--- config.mk ---
export PLATFORM = sky130hd
export DESIGN_NAME = plic_claim_ctrl
export DESIGN_NICKNAME = d
export VERILOG_FILES = /design/src/rtl/plic_claim_ctrl.sv
export SDC_FILE = /design/constraint.sdc
export NUM_CORES = 1
export LEC_CHECK = 0
export CAP_MARGIN = 20
export CORE_MARGIN = 1
export CORE_UTILIZATION = 40
export DETAILED_ROUTE_END_ITERATION = 16
export PLACE_DENSITY_LB_ADDON = 0.12
export SLEW_MARGIN = 20
export SYNTH_ARGS = -nofsm -noshare
export SYNTH_HDL_FRONTEND = slang
export SYNTH_SLANG_ARGS = --single-unit
--- constraint.sdc ---
create_clock -name clk_i -period 1.5 [get_ports clk_i]
set_input_delay 0.15 -clock clk_i [delete_from_list [all_inputs] [get_ports clk_i]]
set_output_delay 0.15 -clock clk_i [all_outputs]
set_load 0.02 [all_outputs]
--- src/rtl/plic_claim_ctrl.sv ---
// ---------------------------------------------------------------------------
// plic_claim_ctrl
//
// Per-target claim/complete sequencer for the PLIC. It sits between the
// target's priority resolver and the register-bus claim/complete interface.
// A claim read hands the resolver's winning ID to the hart and pulses the
// gateway so the source's pending bit is cleared. The block tracks which
// sources are in service and re-enables a source's gateway when a valid
// completion arrives. After a non-zero claim, EIP is masked and further
// claims are stalled for SETTLE_CYCLES cycles. This gives the resolver
// pipeline time to settle on the new pending state.
//
// Parameters
//   SOURCES        number of interrupt sources (source 0 means "none")
//   SOURCES_BITS   width of a source ID
//   SETTLE_CYCLES  EIP mask / claim stall length after a claim (1..15)
//
// Ports
//   clk_i           system clock
//   rst_i           synchronous active-high reset
//   ireq_i          registered interrupt request from the target resolver
//   id_i            registered winning ID from the target resolver
//   claim_req_i     claim read request, level, held until claim_ack_o
//   claim_ack_o     one-cycle claim acknowledge
//   claim_id_o      claimed ID, valid in the ack cycle, held until next ack
//   complete_i      one-cycle completion write strobe
//   complete_id_i   ID being completed
//   claim_o         one-hot pulse clearing the claimed source's pending bit
//   complete_o      one-hot pulse re-enabling the completed source's gateway
//   in_service_o    in-service mask (bit 0 always 0)
//   eip_o           external interrupt pending to the hart
//   complete_err_o  one-cycle pulse when a completion is ignored
// ---------------------------------------------------------------------------
module plic_claim_ctrl #(
  parameter int SOURCES       = 8,
  parameter int SOURCES_BITS  = 3,
  parameter int SETTLE_CYCLES = 2
) (
  input  logic                    clk_i,
  input  logic                    rst_i,
  input  logic                    ireq_i,
  input  logic [SOURCES_BITS-1:0] id_i,
  input  logic                    claim_req_i,
  output logic                    claim_ack_o,
  output logic [SOURCES_BITS-1:0] claim_id_o,
  input  logic                    complete_i,
  input  logic [SOURCES_BITS-1:0] complete_id_i,
  output logic [SOURCES-1:0]      claim_o,
  output logic [SOURCES-1:0]      complete_o,
  output logic [SOURCES-1:0]      in_service_o,
  output logic                    eip_o,
  output logic                    complete_err_o
);

  typedef enum logic [1:0] {
    IDLE   = 2'd0,
    ACK    = 2'd1,
    SETTLE = 2'd2
  } state_e;

  // Value loaded into the settle counter when a non-zero claim is acked.
  localparam logic [3:0] SettleLoad = 4'(SETTLE_CYCLES - 1);

  state_e                  state_q, state_d;
  logic [3:0]              settleCnt_q, settleCnt_d;
  logic [SOURCES_BITS-1:0] capId_q, capId_d;
  logic [SOURCES-1:0]      inService_q, inService_d;
  logic [SOURCES-1:0]      completePulse_q, completePulse_d;
  logic                    completeErr_q, completeErr_d;

  logic [SOURCES_BITS-1:0] effId;
  logic                    claimValid;
  logic                    completeValid;
  logic [SOURCES-1:0]      claimMask;
  logic [SOURCES-1:0]      completeMask;

  // Turns a source ID into a one-hot source mask.
  function automatic logic [SOURCES-1:0] idToMask(input logic [SOURCES_BITS-1:0] id);
    logic [SOURCES-1:0] mask;
    mask     = '0;
    mask[id] = 1'b1;
    return mask;
  endfunction

  // A request with no pending interrupt claims the reserved ID 0.
  assign effId = ireq_i ? id_i : '0;

  // The claim pulse comes only from registered state, so the gateway never
  // sees a combinational path from the bus. An ack of ID 0 does not claim
  // anything.
  assign claimValid = (state_q == ACK) && (capId_q != '0);
  assign claimMask  = claimValid ? idToMask(capId_q) : '0;

  // A completion is honoured only for a non-zero ID that is already in
  // service. The check reads the register before this cycle's claim update.
  // A completion of the ID being claimed in the same cycle is therefore
  // rejected.
  assign completeValid = complete_i && (complete_id_i != '0) && inService_q[complete_id_i];
  assign completeMask  = completeValid ? idToMask(complete_id_i) : '0;

  // Claim FSM next-state logic. In IDLE, a request captures the effective
  // ID. ACK lasts exactly one cycle. After a non-zero claim, the FSM spends
  // SETTLE_CYCLES-1 cycles in SETTLE. Together with the ACK cycle, this
  // masks EIP for SETTLE_CYCLES cycles. The counter is loaded with
  // SETTLE_CYCLES-1 and the FSM leaves SETTLE on the decrement that reaches
  // zero. If the load value is already zero (SETTLE_CYCLES=1), ACK returns
  // straight to IDLE.
  always_comb begin
    state_d     = state_q;
    settleCnt_d = settleCnt_q;
    capId_d     = capId_q;
    unique case (state_q)
      IDLE: begin
        if (claim_req_i) begin
          capId_d = effId;
          state_d = ACK;
        end
      end
      ACK: begin
        if (capId_q != '0) begin
          settleCnt_d = SettleLoad;
          state_d     = (SettleLoad == 4'd0) ? IDLE : SETTLE;
        end else begin
          state_d = IDLE;
        end
      end
      SETTLE: begin
        if (settleCnt_q <= 4'd1) begin
          settleCnt_d = 4'd0;
          state_d     = IDLE;
        end else begin
          settleCnt_d = settleCnt_q - 4'd1;
        end
      end
      default: begin
        settleCnt_d = 4'd0;
        state_d     = IDLE;
      end
    endcase
  end

  // In-service and completion bookkeeping runs in every FSM state. When a
  // claim and a valid completion of different IDs coincide, both apply:
  // the claimed bit is set and the completed bit is cleared.
  always_comb begin
    inService_d     = (inService_q | claimMask) & ~completeMask;
    inService_d[0]  = 1'b0;
    completePulse_d = completeMask;
    completeErr_d   = complete_i && !completeValid;
  end

  // State and bookkeeping registers. Reset aborts any claim in flight.
  // Because the pulse outputs are register-derived, nothing is emitted
  // after the reset edge.
  always_ff @(posedge clk_i) begin
    if (rst_i) begin
      state_q         <= IDLE;
      settleCnt_q     <= 4'd0;
      capId_q         <= '0;
      inService_q     <= '0;
      completePulse_q <= '0;
      completeErr_q   <= 1'b0;
    end else begin
      state_q         <= state_d;
      settleCnt_q     <= settleCnt_d;
      capId_q         <= capId_d;
      inService_q     <= inService_d;
      completePulse_q <= completePulse_d;
      completeErr_q   <= completeErr_d;
    end
  end

  // EIP is masked while the FSM is claiming or settling. It is also forced
  // low while reset is held, even after the first reset edge has put the
  // FSM back in IDLE.
  assign eip_o          = ireq_i && (state_q == IDLE) && !rst_i;
  assign claim_ack_o    = (state_q == ACK);
  assign claim_id_o     = capId_q;
  assign claim_o        = claimMask;
  assign complete_o     = completePulse_q;
  assign in_service_o   = inService_q;
  assign complete_err_o = completeErr_q;

endmodule

After elaboration in Yosys (flattened, before gate mapping)
Cells that the tools add are included.

Output and inout bits: 30. Bits of input ports: 11. Word-level logic and storage cells: 54. Register bits after elaboration: 26.

Muxes and demuxes: 16. $lt $le $gt $ge: 5. Equal/unequal tests: 5. Add/sub/neg operators: 1. Bitwise gates (word level): 4. Reduce and logical (&&, ||, !) cells: 16.

Operators with widths (number): 8-bit two-way mux (2); 4-bit case mux with 3 select lines (1); 8-bit AND (1); 1-bit logical AND (8); 3-bit by 4-bit < comparator with 1-bit output, second input constant (2); 4-bit two-way mux (2); 8-bit inverter (1); 8-bit bitwise OR (1); 1-bit demux with 3-bit select (2); 3-bit by 1-bit greater-or-equal comparator with 1-bit output, second input constant (2); 2-bit two-way mux (3); 2-bit case mux with 3 select lines (1); 2-bit AND reduction (3); 3-bit nonzero test (2); 4-bit by 1-bit less-or-equal comparator with 1-bit output, second input constant (1); 2-bit != test, second input constant (2); 4-bit by 1-bit subtractor with 4-bit output, second input constant (1); 1-bit binary-select mux with 3-bit select (1); 1-bit two-way mux (3); 3-bit two-way mux (1); 2-bit by 1-bit == test with 1-bit output, second input constant (1); 2-bit == test, second input constant (1); 1-bit logical NOT (2); 2-bit logical NOT (1); 2 further kinds (2).

Depth between registers and ports, before layout
Depth after elaboration: 7. Depth in mapped cells: 6. Depth with buffers taken out: 6.

Worst setup path after synthesis
No wires, ideal clock.

Path kind: reg-to-reg. From: reg state_q[1]. To: reg inService_q[4] (netlist: in_service_o[4]). Path buffers: 0. Cell stages (with the launch flop): 7. Period minus slack after synthesis: 1.731 ns. Slack: -0.231 ns. Data required time: 1.414 ns. Arrival: 1.646 ns. Library setup time: 0.086 ns. Cell sequence: dfxtp_1 > inv_1 > ha_1 > nand2_1 > nor3_1 > nor2_1 > a211oi_1.

Cells in the longest elaborated chain, start to end: 5.

Ends and longest elaborated chain: start: declaration (RTL line 64) `state_e state_q, state_d;`; start signal: assignment (RTL line 164) `state_q <= state_d;`; 2-bit by 1-bit == test with 1-bit output; net claim_ack_o (RTL line 44) `output logic claim_ack_o,`; 1-bit logical AND (RTL line 91) `assign claimValid = (state_q == ACK) && (capId_q != '0);`; 8-bit two-way mux (RTL line 92) `assign claimMask = claimValid ? idToMask(capId_q) : '0;`; net claim_o[4] (RTL line 48) `output logic [SOURCES-1:0] claim_o,`; 8-bit bitwise OR (RTL line 146) `inService_d = (inService_q | claimMask) & ~completeMask;`; 8-bit AND (RTL line 146); end signal: assignment (RTL line 167) `inService_q <= inService_d;`; end: declaration (RTL line 67) `logic [SOURCES-1:0] inService_q, inService_d;`.

The timed path passes the listed nets, and every way through them passes these cells. A chain may end at the register's enable or synchronous reset.

Worst setup path after layout
From: reg settleCnt_q[1]. To: reg state_q[1].

Cells in the longest elaborated chain, start to end: 3.

Ends and longest elaborated chain: start: declaration (RTL line 65) `logic [3:0] settleCnt_q, settleCnt_d;`; start signal: assignment (RTL line 165) `settleCnt_q <= settleCnt_d;`; 4-bit by 1-bit less-or-equal comparator with 1-bit output (RTL line 128) `if (settleCnt_q <= 4'd1) begin`; 2-bit != test (no source line); 2-bit AND reduction (no source line).

Every way passes these cells.

==> results.md <==
* CTS buffer count at 3
* HPWL Detailed at 2.41 mm
* Failing checks: negative setup slack
* DR vias/cell at 5.43
* DRC at 0
* Initial antenna violation count at 0
* Synth Area per Inst at 8.69 um2
* Die W at 56.5 um
* I/O Pins at 41
* Sequential share of the synthesized area at 0.421
* Final setup fails at 1
* CTS tree: built
* Setup slack after layout at -12.7 ps
* Final hold vios at 0
* Reg2Reg Depth at 6
* Unique cell type count in the Yosys netlist at 35
* Worst Path Class, Setup: reg2reg
* Largest stage delay, worst path at 380 ps
* MaxCap Viol Count at 0
* Status: finished with violations
* Antenna Cells at 0
* Simple-gate area share of the yosys netlist at 0.289
* DRT iter0 DRCs at 24
* Hold path depth at 3
* Worst path depth at 6
* Slowest-stage cell, CP: or3_4
* PwrDens at 658 nW/um2
* Post-Synth XOR/XNOR Area at 0
* Min-Delay Path Class: in2reg
* CTS Hold Bufs at 0
* Cell family with most CP delay: simple AND/OR/NAND/NOR gates
* Synthesis warning total at 0
* Clk slew on worst S/H paths at 140 ps
* Compound-cell area share of the yosys netlist at 0.157
* Reg area at 510 um2
* Core area at 2780 um2
* Unrepaired setup endpoints after global routing: true
* DRT Pass-1 Iters at 4
* Worst EP arrival at 1780 ps
* CTS H-tree lvls at 1
* Clock Latency Late Sink at 330 ps
* Die ar. at 3200 um2
* First-pass GRT wire length at 5.55 mm
* Clock Sinks at 25
* Crit path time final at 1510 ps
* # placed instances at 226
* Worst Path Required at 1760 ps
* Dpl cell area at 1780 um2
* Clk root buf: clkbuf_4
* Die Ht at 56.5 um
* Fmax at 661 MHz
* Share of layout cells above drive strength 1 at 0.378
* Initial cell density of the core at 0.428
* Synthesized cell area at 1190 um2
* Row cnt at 19
* Port Buf Inserts at 38
* Max Slew Vio Count at 0
* Cell Count, Final, Fillers Out at 232
* Total track usage at 0.221
* Largest family of logic cells by synthesized area: simple AND/OR/NAND/NOR gates
* Vias in the first global route at 1192
* Via Count at 1259
* Worst path cell trace: inv_2 > ha_1 > nor2_1 > o31a_1 > or3_4 > a21oi_2
* Mux contribution to synthesized area at 0.0368
* Fin Clk Skew at 10.4 ps
* Multi-input gate area in the final layout at 795 um2
* Commonest non-fill, non-tap cell in the layout: buf_4
* Clock Tree Buf Depth at 2
* Final Cell Area at 1940 um2
* Bufs and invs on worst path at 1
* Fill count at 219
* Adder-cell area share of the yosys netlist at 0.0526
* CP max FO at 3
* Highest-count cells in the layout ignoring fill and taps: 30 x buf_4, 19 x nor2_1, 19 x dfxtp_1, 19 x clkdlybuf4s50_1, 10 x dlygate4sd2_1
* Drt total wl at 3.55 mm
* Gp weighted congestion at 0.815
* Mapped Cells at 137
* Largest net degree at the start of global routing at 27
* Grt ovf at 0
* Leak at 0.000780 uW
* WL/cell at 15.3 um
* FF+latch count, synth at 25
* Post-route ant nets at 0
* Final net count at 218
* Nature of the critical path startpoint: flop
* CP endpoint kind: flop
* Layout Area Growth over Synthesis at 63.0%
* Worst vdd ir at 0.504 mV
* Period utilization at 1.01
[cells in the mapped netlist]
cell / count / share of area
a211oi_1: 8 / 0.050
a21oi_1: 6 / 0.025
a21oi_4: 1 / 0.014
a2bb2oi_1: 1 / 0.0074
a31oi_1: 1 / 0.0053
and3b_2: 1 / 0.0084
buf_4: 2 / 0.013
clkbuf_1: 4 / 0.013
conb_1: 1 / 0.0032
dfxtp_1: 25 / 0.42
ha_1: 5 / 0.053
inv_1: 5 / 0.016
mux2i_1: 3 / 0.025
mux2i_2: 1 / 0.012
nand2_1: 9 / 0.028
nand2b_1: 7 / 0.037
nand3_1: 3 / 0.013
nand3b_1: 1 / 0.0063
nand4_1: 4 / 0.021
nor2_1: 26 / 0.082
nor2b_1: 1 / 0.0053
nor3_1: 1 / 0.0042
nor3b_1: 2 / 0.013
nor4_1: 5 / 0.026
nor4_2: 1 / 0.011
nor4b_1: 1 / 0.0074
o21ai_0: 2 / 0.0084
o22ai_2: 1 / 0.011
o311a_1: 1 / 0.0084
o31a_1: 1 / 0.0074
o31ai_1: 2 / 0.013
o32ai_1: 1 / 0.0074
or2b_2: 1 / 0.0074
or2b_4: 1 / 0.0095
or3_1: 2 / 0.011
[registers in the layout, summed over array words and instances, names as in the netlist]
signal,count
state_q,2
claim_id_o,3
settleCnt_q,4
in_service_o,7
complete_err_o,1
complete_o,8
[where the power goes]
part,switching [uW],internal [uW]
Sequential,14.1,676
Clock,223,102
Combinational,135,125
Total,373,903
[cells by family (layout without fill, tap and decap cells)]
kind of cell	Yosys count	count (layout)
and+or+nand+nor	66	66
AOI/OAI and AO/OA	25	25
other	1	3
muxes	4	4
adders and majority gates	5	5
DFF	25	25
buffers and inverters	11	73
[repair_timing]
action                     in CTS  in global routing
buffers inserted                1                  2
pin swaps                       3                  6
resized for setup              69                 26
setup endpoints to repair      24                 12
[final cells by class]
cell class | instances | share of cell area
inverter | 5 | 0.00968
clock buffer | 3 | 0.0116
tap | 31 | 0.0200
sequential | 25 | 0.263
timing repair buffer | 64 | 0.282
multi-input combinational | 103 | 0.410
clock inverter | 1 | 0.00387
[path summary, 6_finish.rpt]
check | end | startpoint | slack [ps]
setup / recovery | state_q[1] | settleCnt_q[1] | -10
hold / removal | claim_id_o[1] | id_i[1] | 390
setup reg to reg | state_q[1] | settleCnt_q[1] | -10
hold reg to reg | in_service_o[1] | in_service_o[1] | 510
[worst min-delay path, stage by stage]
cell,delay [ps]
clkdlybuf4s50_1,400
nand4_1,90
a21oi_1,60
[through the flow]
step | hold WS, ps | setup WS (ps) | total power (uW) | setup TNS, ps | utilization
finish | 387 | -12.7 | 1280 | -12.7 | 0.697
global placement | 479 | -129 | 917 | -1300 | 0.641
floorplan | 308 | 35.5 | 810 | 0 | -
global route | 393 | -76.6 | 1320 | -284 | 0.697
detailed placement | 490 | -176 | 921 | -2610 | 0.641
CTS | 392 | 0.867 | 1250 | 0 | 0.657
[metal layers]
layer	part of all wire	global-route usage	wire length, um
met3	0.054	0.0346	190
met2	0.51	0.368	1790
met5	0	0	0
met4	0.012	0.0523	44
met1	0.43	0.299	1520
(Power assumes the default switching activity.)
